[config.mk]
export PLATFORM = sky130hd
export DESIGN_NAME = uart_word_bridge_flat
export DESIGN_NICKNAME = d
export VERILOG_FILES = /design/src/rtl/uart_word_bridge_pkg.sv /design/src/rtl/uart_word_bridge_if.sv /design/src/rtl/uart_word_bridge.sv /design/src/flat_wrapper.sv
export SDC_FILE = /design/constraint.sdc
export NUM_CORES = 1
export LEC_CHECK = 0
export CORE_ASPECT_RATIO = 1.1
export CORE_MARGIN = 2
export CORE_UTILIZATION = 49
export DETAILED_ROUTE_END_ITERATION = 10
export PLACE_DENSITY = 0.93
export SETUP_SLACK_MARGIN = 0.1
export SLEW_MARGIN = 20
export SYNTH_ARGS = -nofsm -noshare
export SYNTH_HDL_FRONTEND = slang
export SYNTH_SLANG_ARGS = --single-unit
[constraint.sdc]
create_clock -name i_clk -period 1.6 [get_ports i_clk]
set_input_delay 0.32 -clock i_clk [delete_from_list [all_inputs] [get_ports i_clk]]
set_output_delay 0.32 -clock i_clk [all_outputs]
set_load 0.02 [all_outputs]
[src/rtl/uart_word_bridge_pkg.sv]
// Shared types and constants for the UART word bridge.
package uart_word_bridge_pkg;

    localparam int BYTE_W = 8;

    typedef enum logic {
        TX_IDLE,
        TX_SEND
    } tx_state_e;

    typedef enum logic [1:0] {
        RX_WAIT,
        RX_CAP,
        RX_OUT
    } rx_state_e;

    function automatic int word_width(input int bytes_per_word);
        return bytes_per_word * BYTE_W;
    endfunction

endpackage

[src/rtl/uart_word_bridge_if.sv]
// Word-side and UART-FIFO-side signals of the word bridge.
// The slave modport is the bridge; the master modport is its environment.
interface uart_word_bridge_if #(
    parameter int BytesPerWord = 4
);
    import uart_word_bridge_pkg::*;

    localparam int WordWidth = word_width(BytesPerWord);

    // word TX side
    logic [WordWidth-1:0] tx_word;
    logic                 tx_valid;
    logic                 tx_ready;
    // UART TX FIFO side
    logic [BYTE_W-1:0]    tx_byte;
    logic                 tx_req;
    logic                 tx_rdy;
    // UART RX FIFO side
    logic [BYTE_W-1:0]    rx_byte;
    logic                 rx_req;
    logic                 rx_rdy;
    // word RX side
    logic [WordWidth-1:0] rx_word;
    logic                 rx_valid;
    logic                 rx_ready;
    // status
    logic                 timeout_err;
    logic                 err_clr;
    logic                 busy;

    modport slave (
        input  tx_word, tx_valid, tx_rdy, rx_byte, rx_rdy, rx_ready, err_clr,
        output tx_ready, tx_byte, tx_req, rx_req, rx_word, rx_valid, timeout_err, busy
    );

    modport master (
        output tx_word, tx_valid, tx_rdy, rx_byte, rx_rdy, rx_ready, err_clr,
        input  tx_ready, tx_byte, tx_req, rx_req, rx_word, rx_valid, timeout_err, busy
    );

endinterface

[src/rtl/uart_word_bridge.sv]
// Splits words into UART TX FIFO bytes and packs UART RX FIFO bytes into words (LSB first).
// Define UART_WORD_BRIDGE_TIMEOUT_EN to enable the RX inter-byte timeout and its sticky flag.
module uart_word_bridge
    import uart_word_bridge_pkg::*;
#(
    parameter int BytesPerWord  = 4,
    parameter int TimeoutCycles = 8680
) (
    input  logic             i_clk,
    input  logic             i_rst_n,
    uart_word_bridge_if.slave bus
);

    localparam int WordWidth = word_width(BytesPerWord);
    localparam int CntW      = $clog2(BytesPerWord);
    localparam logic [CntW-1:0] LastIdx = CntW'(BytesPerWord - 1);

    // ------------------------------------------------------------------
    // TX path
    // ------------------------------------------------------------------
    tx_state_e            tx_state_reg;
    logic [WordWidth-1:0] tx_shreg_reg;
    logic [CntW-1:0]      tx_cnt_reg;
    logic                 tx_strobe;

    // The write strobe follows i_tx_rdy combinationally so a full FIFO is never written.
    assign tx_strobe = (tx_state_reg == TX_SEND) && bus.tx_rdy;

    always_ff @(posedge i_clk or negedge i_rst_n) begin
        if (!i_rst_n) begin
            tx_state_reg <= TX_IDLE;
            tx_shreg_reg <= '0;
            tx_cnt_reg   <= '0;
        end else begin
            case (tx_state_reg)
                TX_IDLE: begin
                    if (bus.tx_valid) begin
                        tx_shreg_reg <= bus.tx_word;
                        tx_cnt_reg   <= '0;
                        tx_state_reg <= TX_SEND;
                    end
                end
                TX_SEND: begin
                    if (bus.tx_rdy) begin
                        tx_shreg_reg <= {BYTE_W'(0), tx_shreg_reg[WordWidth-1:BYTE_W]};
                        if (tx_cnt_reg == LastIdx) begin
                            tx_cnt_reg   <= '0;
                            tx_state_reg <= TX_IDLE;
                        end else begin
                            tx_cnt_reg <= tx_cnt_reg + CntW'(1);
                        end
                    end
                end
                default: tx_state_reg <= TX_IDLE;
            endcase
        end
    end

    assign bus.tx_ready = (tx_state_reg == TX_IDLE);
    assign bus.tx_byte  = tx_shreg_reg[BYTE_W-1:0];
    assign bus.tx_req   = tx_strobe;

    // ------------------------------------------------------------------
    // RX path
    // ------------------------------------------------------------------
    rx_state_e            rx_state_reg;
    logic [WordWidth-1:0] rx_shreg_reg;
    logic [CntW-1:0]      rx_cnt_reg;
    logic                 rx_strobe;
    logic                 tmo_fire;

    assign rx_strobe = (rx_state_reg == RX_WAIT) && bus.rx_rdy;

`ifdef UART_WORD_BRIDGE_TIMEOUT_EN
    localparam int TmoW = $clog2(TimeoutCycles);
    localparam logic [TmoW-1:0] TmoLast = TmoW'(TimeoutCycles - 1);

    logic [TmoW-1:0] tmo_cnt_reg;
    logic            timeout_err_reg;

    assign tmo_fire = (rx_state_reg == RX_WAIT) && (rx_cnt_reg != '0) && (tmo_cnt_reg == TmoLast);

    always_ff @(posedge i_clk or negedge i_rst_n) begin
        if (!i_rst_n) begin
            tmo_cnt_reg     <= '0;
            timeout_err_reg <= 1'b0;
        end else begin
            // Only idle gaps inside a partial word are timed.
            if ((rx_state_reg != RX_WAIT) || (rx_cnt_reg == '0) || tmo_fire) begin
                tmo_cnt_reg <= '0;
            end else begin
                tmo_cnt_reg <= tmo_cnt_reg + TmoW'(1);
            end
            // A new timeout outranks a simultaneous clear.
            if (tmo_fire) begin
                timeout_err_reg <= 1'b1;
            end else if (bus.err_clr) begin
                timeout_err_reg <= 1'b0;
            end
        end
    end

    assign bus.timeout_err = timeout_err_reg;
`else
    localparam int unused_timeout_cycles = TimeoutCycles;
    logic unused_err_clr;

    assign unused_err_clr  = bus.err_clr;
    assign tmo_fire        = 1'b0;
    assign bus.timeout_err = 1'b0;
`endif

    always_ff @(posedge i_clk or negedge i_rst_n) begin
        if (!i_rst_n) begin
            rx_state_reg <= RX_WAIT;
            rx_shreg_reg <= '0;
            rx_cnt_reg   <= '0;
        end else begin
            case (rx_state_reg)
                RX_WAIT: begin
                    // A byte popped in the same cycle as a timeout starts the next word.
                    if (tmo_fire) begin
                        rx_cnt_reg   <= '0;
                        rx_shreg_reg <= '0;
                    end
                    if (bus.rx_rdy) begin
                        rx_state_reg <= RX_CAP;
                    end
                end
                RX_CAP: begin
                    rx_shreg_reg <= {bus.rx_byte, rx_shreg_reg[WordWidth-1:BYTE_W]};
                    if (rx_cnt_reg == LastIdx) begin
                        rx_state_reg <= RX_OUT;
                    end else begin
                        rx_cnt_reg   <= rx_cnt_reg + CntW'(1);
                        rx_state_reg <= RX_WAIT;
                    end
                end
                RX_OUT: begin
                    if (bus.rx_ready) begin
                        rx_cnt_reg   <= '0;
                        rx_state_reg <= RX_WAIT;
                    end
                end
                default: rx_state_reg <= RX_WAIT;
            endcase
        end
    end

    assign bus.rx_req   = rx_strobe;
    assign bus.rx_valid = (rx_state_reg == RX_OUT);
    assign bus.rx_word  = rx_shreg_reg;
    assign bus.busy     = (tx_state_reg != TX_IDLE) || (rx_cnt_reg != '0) || (rx_state_reg != RX_WAIT);

endmodule

[src/flat_wrapper.sv]
// flat-port wrapper written by rule: the top's interface ports become plain ports
module uart_word_bridge_flat import uart_word_bridge_pkg::*;
#(
    parameter int BytesPerWord  = 4,
    parameter int TimeoutCycles = 8680
)
  (i_clk, i_rst_n, bus_tx_word, bus_tx_valid, bus_tx_rdy, bus_rx_byte, bus_rx_rdy, bus_rx_ready, bus_err_clr, bus_tx_ready, bus_tx_byte, bus_tx_req, bus_rx_req, bus_rx_word, bus_rx_valid, bus_timeout_err, bus_busy);
  uart_word_bridge_if #(.BytesPerWord(BytesPerWord)) bus_i ();
  input  logic i_clk;
  input  logic i_rst_n;
  input wire logic [$bits(bus_i.tx_word)-1:0] bus_tx_word;
  input wire logic [$bits(bus_i.tx_valid)-1:0] bus_tx_valid;
  input wire logic [$bits(bus_i.tx_rdy)-1:0] bus_tx_rdy;
  input wire logic [$bits(bus_i.rx_byte)-1:0] bus_rx_byte;
  input wire logic [$bits(bus_i.rx_rdy)-1:0] bus_rx_rdy;
  input wire logic [$bits(bus_i.rx_ready)-1:0] bus_rx_ready;
  input wire logic [$bits(bus_i.err_clr)-1:0] bus_err_clr;
  output wire logic [$bits(bus_i.tx_ready)-1:0] bus_tx_ready;
  output wire logic [$bits(bus_i.tx_byte)-1:0] bus_tx_byte;
  output wire logic [$bits(bus_i.tx_req)-1:0] bus_tx_req;
  output wire logic [$bits(bus_i.rx_req)-1:0] bus_rx_req;
  output wire logic [$bits(bus_i.rx_word)-1:0] bus_rx_word;
  output wire logic [$bits(bus_i.rx_valid)-1:0] bus_rx_valid;
  output wire logic [$bits(bus_i.timeout_err)-1:0] bus_timeout_err;
  output wire logic [$bits(bus_i.busy)-1:0] bus_busy;
  assign bus_i.tx_word = bus_tx_word;
  assign bus_i.tx_valid = bus_tx_valid;
  assign bus_i.tx_rdy = bus_tx_rdy;
  assign bus_i.rx_byte = bus_rx_byte;
  assign bus_i.rx_rdy = bus_rx_rdy;
  assign bus_i.rx_ready = bus_rx_ready;
  assign bus_i.err_clr = bus_err_clr;
  assign bus_tx_ready = bus_i.tx_ready;
  assign bus_tx_byte = bus_i.tx_byte;
  assign bus_tx_req = bus_i.tx_req;
  assign bus_rx_req = bus_i.rx_req;
  assign bus_rx_word = bus_i.rx_word;
  assign bus_rx_valid = bus_i.rx_valid;
  assign bus_timeout_err = bus_i.timeout_err;
  assign bus_busy = bus_i.busy;
  uart_word_bridge #(.BytesPerWord(BytesPerWord), .TimeoutCycles(TimeoutCycles)) u_core (.i_clk(i_clk), .i_rst_n(i_rst_n), .bus(bus_i));
endmodule
# After elaboration in Yosys (flattened, before gate mapping)
# Index checks and enable logic that the tools add are counted.
dict set report word_totals {
  in_bits 47
  out_inout_bits 46
  wordCells 46
  reg_bits 71
}
dict set report classes {
  muxes 17
  bitwise_logic 1
  reduce_logical 11
  add_sub_neg 2
  n_eq_ne 9
}
# cell n
set ops {}
lappend ops {{32-bit 2-to-1 mux} 2}
lappend ops {{32-bit one-hot mux with 2 select lines} 1}
lappend ops {{2-bit 2-to-1 mux} 7}
lappend ops {{2-bit != test, second input constant} 5}
lappend ops {{2-bit one-hot mux with 2 select lines} 2}
lappend ops {{2-bit equality test, second input constant} 3}
lappend ops {{2-bit one-hot mux with 3 select lines} 1}
lappend ops {{2-bit nonzero test} 3}
lappend ops {{2-bit by 1-bit adder with 2-bit output, second input constant} 2}
lappend ops {{2-bit AND reduction} 2}
lappend ops {{1-bit 2-to-1 mux} 3}
lappend ops {{3-bit AND reduction} 1}
lappend ops {{2-bit by 1-bit equality test with 1-bit output, second input constant} 1}
lappend ops {{1-bit logical AND} 2}
lappend ops {{2-bit zero test} 1}
lappend ops {{1-bit logical OR} 2}
lappend ops {{1-bit one-hot mux with 2 select lines} 1}
lappend ops {{1-bit inverter} 1}

# Logic depth before layout (Yosys ltp)
# Gate-level depths: netlist (run 1).
dict set report logic_depth {
  ltp_word 4
  ltp_mapped 4
}

# Worst setup path before layout (run 1)
# Ideal clock, no wire load.
dict set report synth_path {
  path_type {flip-flop to flip-flop}
  startpoint {reg u_core.rx_state_reg[1]}
  endpoint {reg u_core.rx_shreg_reg[0], in the netlist u_core.bus.rx_word[0]}
  setup_slack_ns 0.350
  setup_time_ns 0.125
  synth_period_minus_slack_ns 1.250
  t_arrival_ns 1.125
  stages_incl_launch_ff 5
  required_time_ns 1.475
  cell_sequence {dfrtp_1 nand2b_1 buf_6 buf_12 mux2_4}
}
dict set report synth_via {
  elab_chain_cells 1
}
# element line
set synth_lines {}
lappend synth_lines {{start, declared} uart_word_bridge.sv:66} ;# rx_state_e rx_state_reg;
lappend synth_lines {{start signal, assigned} uart_word_bridge.sv:115} ;# rx_state_reg <= RX_WAIT;
lappend synth_lines {{start signal, assigned} uart_word_bridge.sv:127} ;# rx_state_reg <= RX_CAP;
lappend synth_lines {{start signal, assigned} uart_word_bridge.sv:133} ;# rx_state_reg <= RX_OUT;
lappend synth_lines {{2-bit by 1-bit equality test with 1-bit output} uart_word_bridge.sv:119} ;# case (rx_state_reg)
lappend synth_lines {{end signal, assigned} uart_word_bridge.sv:131} ;# rx_shreg_reg <= {bus.rx_byte, rx_shreg_reg[WordWidth-1:BYTE_W]};
lappend synth_lines {{end, declared} uart_word_bridge.sv:67} ;# logic [WordWidth-1:0] rx_shreg_reg;
# Every way passes these cells.
# A chain may end at the register's enable or synchronous reset.

# Final worst setup path (run 1)
dict set report layout_path {
  startpoint {reg u_core.rx_state_reg[0]}
  endpoint {out bus_rx_req}
}
dict set report layout_via {
  elab_chain_cells 2
}
# element line
set layout_lines {}
lappend layout_lines {{2-bit zero test} uart_word_bridge.sv:72} ;# assign rx_strobe = (rx_state_reg == RX_WAIT) && bus.rx_rdy;
lappend layout_lines {{1-bit logical AND} uart_word_bridge.sv:72}
lappend layout_lines {{end, declared} flat_wrapper.sv:21} ;# output wire logic [$bits(bus_i.rx_req)-1:0] bus_rx_req;
# Every way passes these cells.

==> results of run 1 <==
logic make-up (layout without fill, tap and decap cells):
| family | count (synthesis) | in the layout | share of synthesized area (%) |
|---|---|---|---|
| flip-flops | 71 | 71 | 50.4 |
| AO/OA/AOI/OAI | 64 | 64 | 11.2 |
| other | 1 | 1 | 0.106 |
| multiplexers | 64 | 64 | 22.4 |
| AND/OR/NAND/NOR | 52 | 52 | 8.19 |
| buffers and inverters | 34 | 130 | 6.70 |
| adder cells (fa/ha/maj) | 3 | 3 | 1.06 |
layout by cell type (no fill, tap or decap), drive strengths merged, types with 3 or more instances in the layout:
cell | Yosys | layout
a211oi | 24 | 24
a21oi | 25 | 25
and2 | 3 | 3
and2b | 6 | 6
buf | 22 | 27
clkbuf | 8 | 11
clkdlybuf4s50 | 0 | 42
dfrtp | 71 | 71
dlygate4sd2 | 0 | 40
ha | 3 | 3
inv | 4 | 4
mux2 | 32 | 32
mux2i | 32 | 32
nand2 | 11 | 11
nand2b | 4 | 4
nor2 | 6 | 6
nor2b | 21 | 21
o21ai | 8 | 8
o22ai | 4 | 4
power by group through the flow:
stage	clock [mW]	combinational [mW]	sequential, mW
floorplan	0	2.44	3.65
global placement	0	4.27	3.22
detailed placement	0	4.42	3.28
CTS	1.67	4.05	3.26
global route	1.76	4.45	3.39
finish	1.65	4.10	3.27
through the flow:
step	cells	worst slack (ps)	cell area [µm²]
4_1_cts	469	76.6	4690
5_1_grt	470	22.1	4740
3_3_place_gp	452	-207	4510
6_report	470	80.5	4740
3_5_place_dp	452	-224	4510
2_1_floorplan	289	350	3530
final cells by class:
cell class | count | area share, %
clock inverters | 5 | 1.69
multi-input cells | 184 | 32.8
clock buffers | 11 | 3.20
well taps | 85 | 2.25
inverters | 4 | 0.317
repair buffers | 110 | 22.2
flip-flops and latches | 71 | 37.6
final timing paths:
kind	endpoint	slack, ps	cells past startpoint
setup / recovery	bus_rx_req	80	3
hold / removal	u_core.tx_state_reg$_DFF_PN0_	320	3
setup reg to reg	u_core.bus.rx_word[29]$_DFFE_PN0N_	180	4
hold reg to reg	u_core.tx_cnt_reg[0]$_DFFE_PN0P_	500	1
max in group asynchronous	u_core.bus.rx_word[11]$_DFFE_PN0N_	610	3
min in group asynchronous	u_core.tx_shreg_reg[15]$_DFFE_PN0P_	470	2
worst min-delay path, cell delays in order:
cell	delay, ps
buf_2	80
and2_1	150
a21oi_1	80
layer usage:
| metal | share of wire (%) | track usage (%) | up-vias |
|---|---|---|---|
| met4 | 1.1 | 7.14 | 0 |
| met2 | 50 | 33.5 | 83 |
| met5 | 0 | 0 | - |
| li1 | - | - | 1191 |
| met1 | 42 | 26.5 | 1220 |
| met3 | 6.5 | 5.21 | 9 |
repair_timing:
action | CTS | global route
setup endpoints to repair | 45 | 28
cloned | 0 | 0
endpoints found under the hold margin | 16 | 0
gates resized for setup | 64 | 11
pin swaps | 0 | 4
hold buffers | 1 | 0
buffers inserted | 0 | 1
==> run_results.csv, run 1 <==
group,metric,value,unit
synth,synth_cells,289,
global_routing,grt_overflow,0,
clock_tree,worst_skew_pair.late_latency,350,ps
pwr,p_seq_share,36.3,%
cells_and_area,drive_gt1_share,22.1,%
floorplanning,die_w,84.9,µm
pwr,swShare,36.6,%
synth,ys_ff_latch,71,
setup_path,path_delay_family,"flip-flops",
sta,rsz0062_at_grt,"true",
setup_path,path_cells,"nor2_4 -> and2_4 -> buf_6",
setup_path,r2r_start,"u_core.rx_state_reg[1]$_DFFE_PN0P_",
synth,syn-num-nets,339,
pwr,p_total,9.02,mW
clock_tree,clk_pin_slew,80,ps
synth,syn-cell-area,3530,µm²
setup_path,start_kind,"register",
floorplanning,initial_core_util,50.4,%
routing,vias,2503,
clock_tree,cts.sinks,71,
synth,synthTopCellsByArea,"dfrtp_1 (50%), mux2_4 (12%), mux2i_1 (9.1%)",
routing,via_per_inst,5.33,
clock_tree,clockBufferDepth,2,
placed_design,hpwl,5230,µm
synth,yosysMostFrequentCell,"dfrtp_1",
sta,period_share,95.0,%
global_routing,grt_pass1_wl,12800,µm
sta,hold_slack,324,ps
clock_tree,cts_tree,"built",
clock_tree,cts_root_buf,"clkbuf_8",
placed_design,port_buffers,90,
floorplanning,die-area,7900,µm²
routing,totalWireLength,7610,µm
pwr,p_clk_share,18.2,%
sta,hold_viol,0,
setup_path,worst-setup-path-type,"reg2out",
global_routing,grt_max_degree,63,
cells_and_area,antenna-diode-count,0,
synth,netlist.area_leader.share,50.4,%
setup_path,critPathArrivalTime,1200,ps
setup_path,crit_fanout,4,
setup_path,cp_slowest_cell,"dfrtp_2",
sta,setup_violations,0,
cells_and_area,nNetsFinal,430,
floorplanning,fp-row-count,32,
clock_tree,cts_made_buffers,9,
floorplanning,core,7010,µm²
setup_path,critPathLaunch,"u_core.rx_state_reg[0]$_DFFE_PN0P_",
routing,antenna_left,0,
cells_and_area,seqCellArea,1780,µm²
routing,drt-initial-drc-count,119,
synth,ys_seq_area_share,50.4,%
synth,synth_ff_type,"dfrtp_1",
cells_and_area,fin_util,67.6,%
pwr,power.switching,3.30,mW
sta,finalMaxSlewViolations,0,
routing,drc,0,
placed_design,place_congestion,0.745,
run_status,status,"finished clean",
cells_and_area,syn_to_final_growth,34.2,%
sta,tns,0,ps
sta,skew,10.4,ps
synth,synth_edf_count,0,
synth,synth_cell_types,25,
synth,yosys-top-cells-count,"dfrtp_1 (71), mux2i_1 (32), mux2_4 (29)",
global_routing,track_usage,20.5,%
clock_tree,cts-htree-levels,3,
cells_and_area,fill_cells,546,
routing,wl_per_cell,16.2,µm
worst_hold_path,hp-start,"bus_tx_rdy",
synth,synthArstFlopShare,100,%
pwr,power_leakage,2.25,nW
flow_run,cap_violations,0,
sta,min_period,1520,ps
cells_and_area,multi_input_area,1550,µm²
floorplanning,pin_count,93,
sta,max_freq,658,MHz
global_routing,grt_pass1_vias,2701,
setup_path,critPathBufInv,1,
synth,yosysTopAreaCell,"dfrtp_1",
synth,avgSynthCellArea,12.2,µm²
worst_hold_path,worstHoldPathType,"in2reg",
routing,firstDrtPassIters,4,
setup_path,required,1280,ps
setup_path,max_stage_delay,440,ps
pwr,combPwrFrac,45.5,%
setup_path,end_kind,"primary output",
global_routing,antenna_found_initial,0,
floorplanning,die_h,93,µm
pwr,cellPowerDensity,1900,nW/µm²
synth,yosysWarnings,0,
pwr,vdd_ir_drop_max,0.00133,V
pwr,p_int,5.72,mW
Power figures use the tool's default switching activity.
==> run 2, diff against run 1 <==
--- a/config.mk
+++ b/config.mk
@@ -5,11 +5,13 @@
 export SDC_FILE = /design/constraint.sdc
 export NUM_CORES = 1
 export LEC_CHECK = 0
+export CELL_PAD_IN_SITES_DETAIL_PLACEMENT = 1
+export CELL_PAD_IN_SITES_GLOBAL_PLACEMENT = 1
 export CORE_ASPECT_RATIO = 1.1
 export CORE_MARGIN = 2
-export CORE_UTILIZATION = 49
+export CORE_UTILIZATION = 38
 export DETAILED_ROUTE_END_ITERATION = 10
-export PLACE_DENSITY = 0.93
+export PLACE_DENSITY = 0.92
 export SETUP_SLACK_MARGIN = 0.1
 export SLEW_MARGIN = 20
 export SYNTH_ARGS = -nofsm -noshare
==> run_results.csv, run 2 (synthesized netlist as in run 1, its figures left out) <==
group,metric,value,unit
routing,vias,2551,
placed_design,dpl_cell_area,4500,µm²
routing,totalWireLength,8600,µm
sta,skew,3.79,ps
placed_design,hpwl,5900,µm
worst_hold_path,min_delay_path_depth,3,
setup_path,r2r_slack,200,ps
floorplanning,die-area,10100,µm²
routing,antenna_left,0,
pwr,power_leakage,2.22,nW
pwr,combPwrFrac,46.7,%
global_routing,grt_max_degree,63,
clock_tree,cts.sinks,71,
sta,hold_viol,0,
clock_tree,cts_tree,"built",
pwr,p_seq_share,36.8,%
sta,period_share,95.5,%
worst_hold_path,hp-start,"bus_tx_rdy",
clock_tree,cts-htree-levels,3,
placed_design,port_buffers,90,
clock_tree,cts_root_buf,"clkbuf_8",
pwr,power.switching,3.35,mW
sta,relSlewSlack,64.4,%
floorplanning,initial_core_util,39.4,%
cells_and_area,syn_to_final_growth,32.6,%
sta,setup_violations,0,
pwr,vdd_ir_drop_max,0.000989,V
routing,firstDrtPassIters,3,
setup_path,crit_fanout,3,
cells_and_area,final_common_cell,"dfrtp_1",
setup_path,required,1280,ps
setup_path,start_kind,"register",
clock_tree,worst_skew_pair.late_latency,350,ps
global_routing,antenna_found_initial,0,
sta,finalMaxSlewViolations,0,
placed_design,place_congestion,0.708,
floorplanning,core,8960,µm²
clock_tree,clk_pin_slew,70,ps
sta,max_slew.worst_pin.slew,534,ps
cells_and_area,design_area,4680,µm²
global_routing,track_usage,17.7,%
setup_path,max_stage_delay,410,ps
routing,drc,0,
floorplanning,fp-row-count,36,
setup_path,end_kind,"primary output",
global_routing,grt_pass1_wl,13800,µm
sta,min_period,1530,ps
pwr,cellPowerDensity,1890,nW/µm²
routing,via_per_inst,5.15,
setup_path,path_cells,"nor2_2 -> buf_4 -> nand3_2 -> buf_6",
floorplanning,pin_count,93,
pwr,swShare,37.9,%
run_status,status,"finished clean",
cells_and_area,mostFrequentLayoutCells,"dfrtp_1 (70), clkdlybuf4s50_1 (42), dlygate4sd2_1 (40)",
floorplanning,die_h,105,µm
sta,rsz0062_at_grt,"true",
clock_tree,clockBufferDepth,2,
sta,hold_slack,310,ps
clock_tree,cts_made_buffers,9,
worst_hold_path,worstHoldPathType,"in2reg",
setup_path,r2r_start,"u_core.tx_state_reg$_DFF_PN0_",
pwr,p_int,5.49,mW
setup_path,critPathBufInv,2,
setup_path,r2r_end,"u_core.tx_cnt_reg[0]$_DFFE_PN0P_",
setup_path,critPathArrivalTime,1210,ps
flow_run,cap_violations,0,
cells_and_area,nNetsFinal,426,
setup_path,path_delay_family,"flip-flops",
setup_path,worst-setup-path-type,"reg2out",
setup_path,cp_slowest_cell,"dfrtp_1",
worst_hold_path,min_delay_worst_endpoint,"u_core.tx_state_reg$_DFF_PN0_",
routing,drt-initial-drc-count,97,
floorplanning,die_w,95.9,µm
global_routing,grt_pass1_vias,2737,
sta,max_freq,655,MHz
setup_path,worst-r2r-cell-count,5,
cells_and_area,antenna-diode-count,0,
pwr,p_clk_share,16.4,%
global_routing,grt_overflow,0,
routing,wl_per_cell,17.4,µm
cells_and_area,drive_gt1_share,20.2,%
run 2: cell count changes in the layout (fill, tap and decap cells not counted), sizes merged:
cell	change
clkbuf	-1
buf	-4
bufinv	-1
clkinv	+2
run 2: final cells by class:
cell class | count | area (µm²)
clock buffer | 10 | 138
clock inverter | 6 | 60.1
fill | 925 | 4280
inverter | 4 | 15.0
multi-input combinational | 184 | 1540
sequential | 71 | 1780
tap | 114 | 143
timing repair buffer | 106 | 1010
run 2: tightest hold or removal path: stages:
cell and delay, ps:
buf_2 80, and2_1 130, a21oi_1 80
run 2: how the worst max path moves through the flow:
stage,start,to,cells after the start
3_5_place_dp,bus_rx_rdy,bus_rx_req,3
5_1_grt,u_core.rx_state_reg[0]$_DFFE_PN0P_,bus_busy,4
6_report,u_core.rx_state_reg[0]$_DFFE_PN0P_,bus_busy,4
2_1_floorplan,u_core.rx_state_reg[1]$_DFFE_PN0P_,u_core.bus.rx_word[0]$_DFFE_PN0N_,4
3_3_place_gp,bus_rx_rdy,bus_rx_req,3
4_1_cts,u_core.rx_state_reg[1]$_DFFE_PN0P_,bus_busy,4
run 2: metrics by stage:
step	power (mW)	setup WS [ps]	TNS [ps]	utilization (%)	std cells
CTS	8.90	48.6	0	51.9	495
floorplan	6.09	350	0	-	289
global route	9.43	-3.88	-3.88	52.2	495
detailed placement	7.79	-223	-223	50.2	476
global placement	7.52	-208	-208	50.2	476
finish	8.84	72.6	0	52.2	495
run 2: repair_timing:
action | in CTS | in global routing
pin swaps | 0 | 2
hold buffers | 1 | 0
resized for setup | 61 | 8
endpoints found under the setup margin | 45 | 12
hold endpoints to repair | 19 | 0
buffers inserted | 2 | 0
run 2: per-layer routing:
| metal | global-route usage, % | vias to the layer above | share of wire (%) |
|---|---|---|---|
| li1 | - | 1189 | - |
| met5 | 0 | - | 0 |
| met3 | 7.86 | 13 | 8.8 |
| met1 | 21.3 | 1276 | 42 |
| met4 | 5.31 | 0 | 1.2 |
| met2 | 28.5 | 73 | 48 |
run 2: power by group through the flow:
stage / combinational (mW) / clock, mW / sequential, mW
after floorplan: 2.44 / 0 / 3.65
after global placement: 4.30 / 0 / 3.22
after detailed placement: 4.49 / 0 / 3.31
after CTS: 4.14 / 1.49 / 3.27
after global routing: 4.47 / 1.57 / 3.38
final: 4.13 / 1.45 / 3.26
==> run 3, diff against run 2 <==
--- a/config.mk
+++ b/config.mk
@@ -10,6 +10,7 @@
 export CORE_ASPECT_RATIO = 1.1
 export CORE_MARGIN = 2
 export CORE_UTILIZATION = 38
+export CTS_CLUSTER_DIAMETER = 200
 export DETAILED_ROUTE_END_ITERATION = 10
 export PLACE_DENSITY = 0.92
 export SETUP_SLACK_MARGIN = 0.1
==> results of run 3 <==
No change in the layout: final DEF, timing and power equal those of run 2.
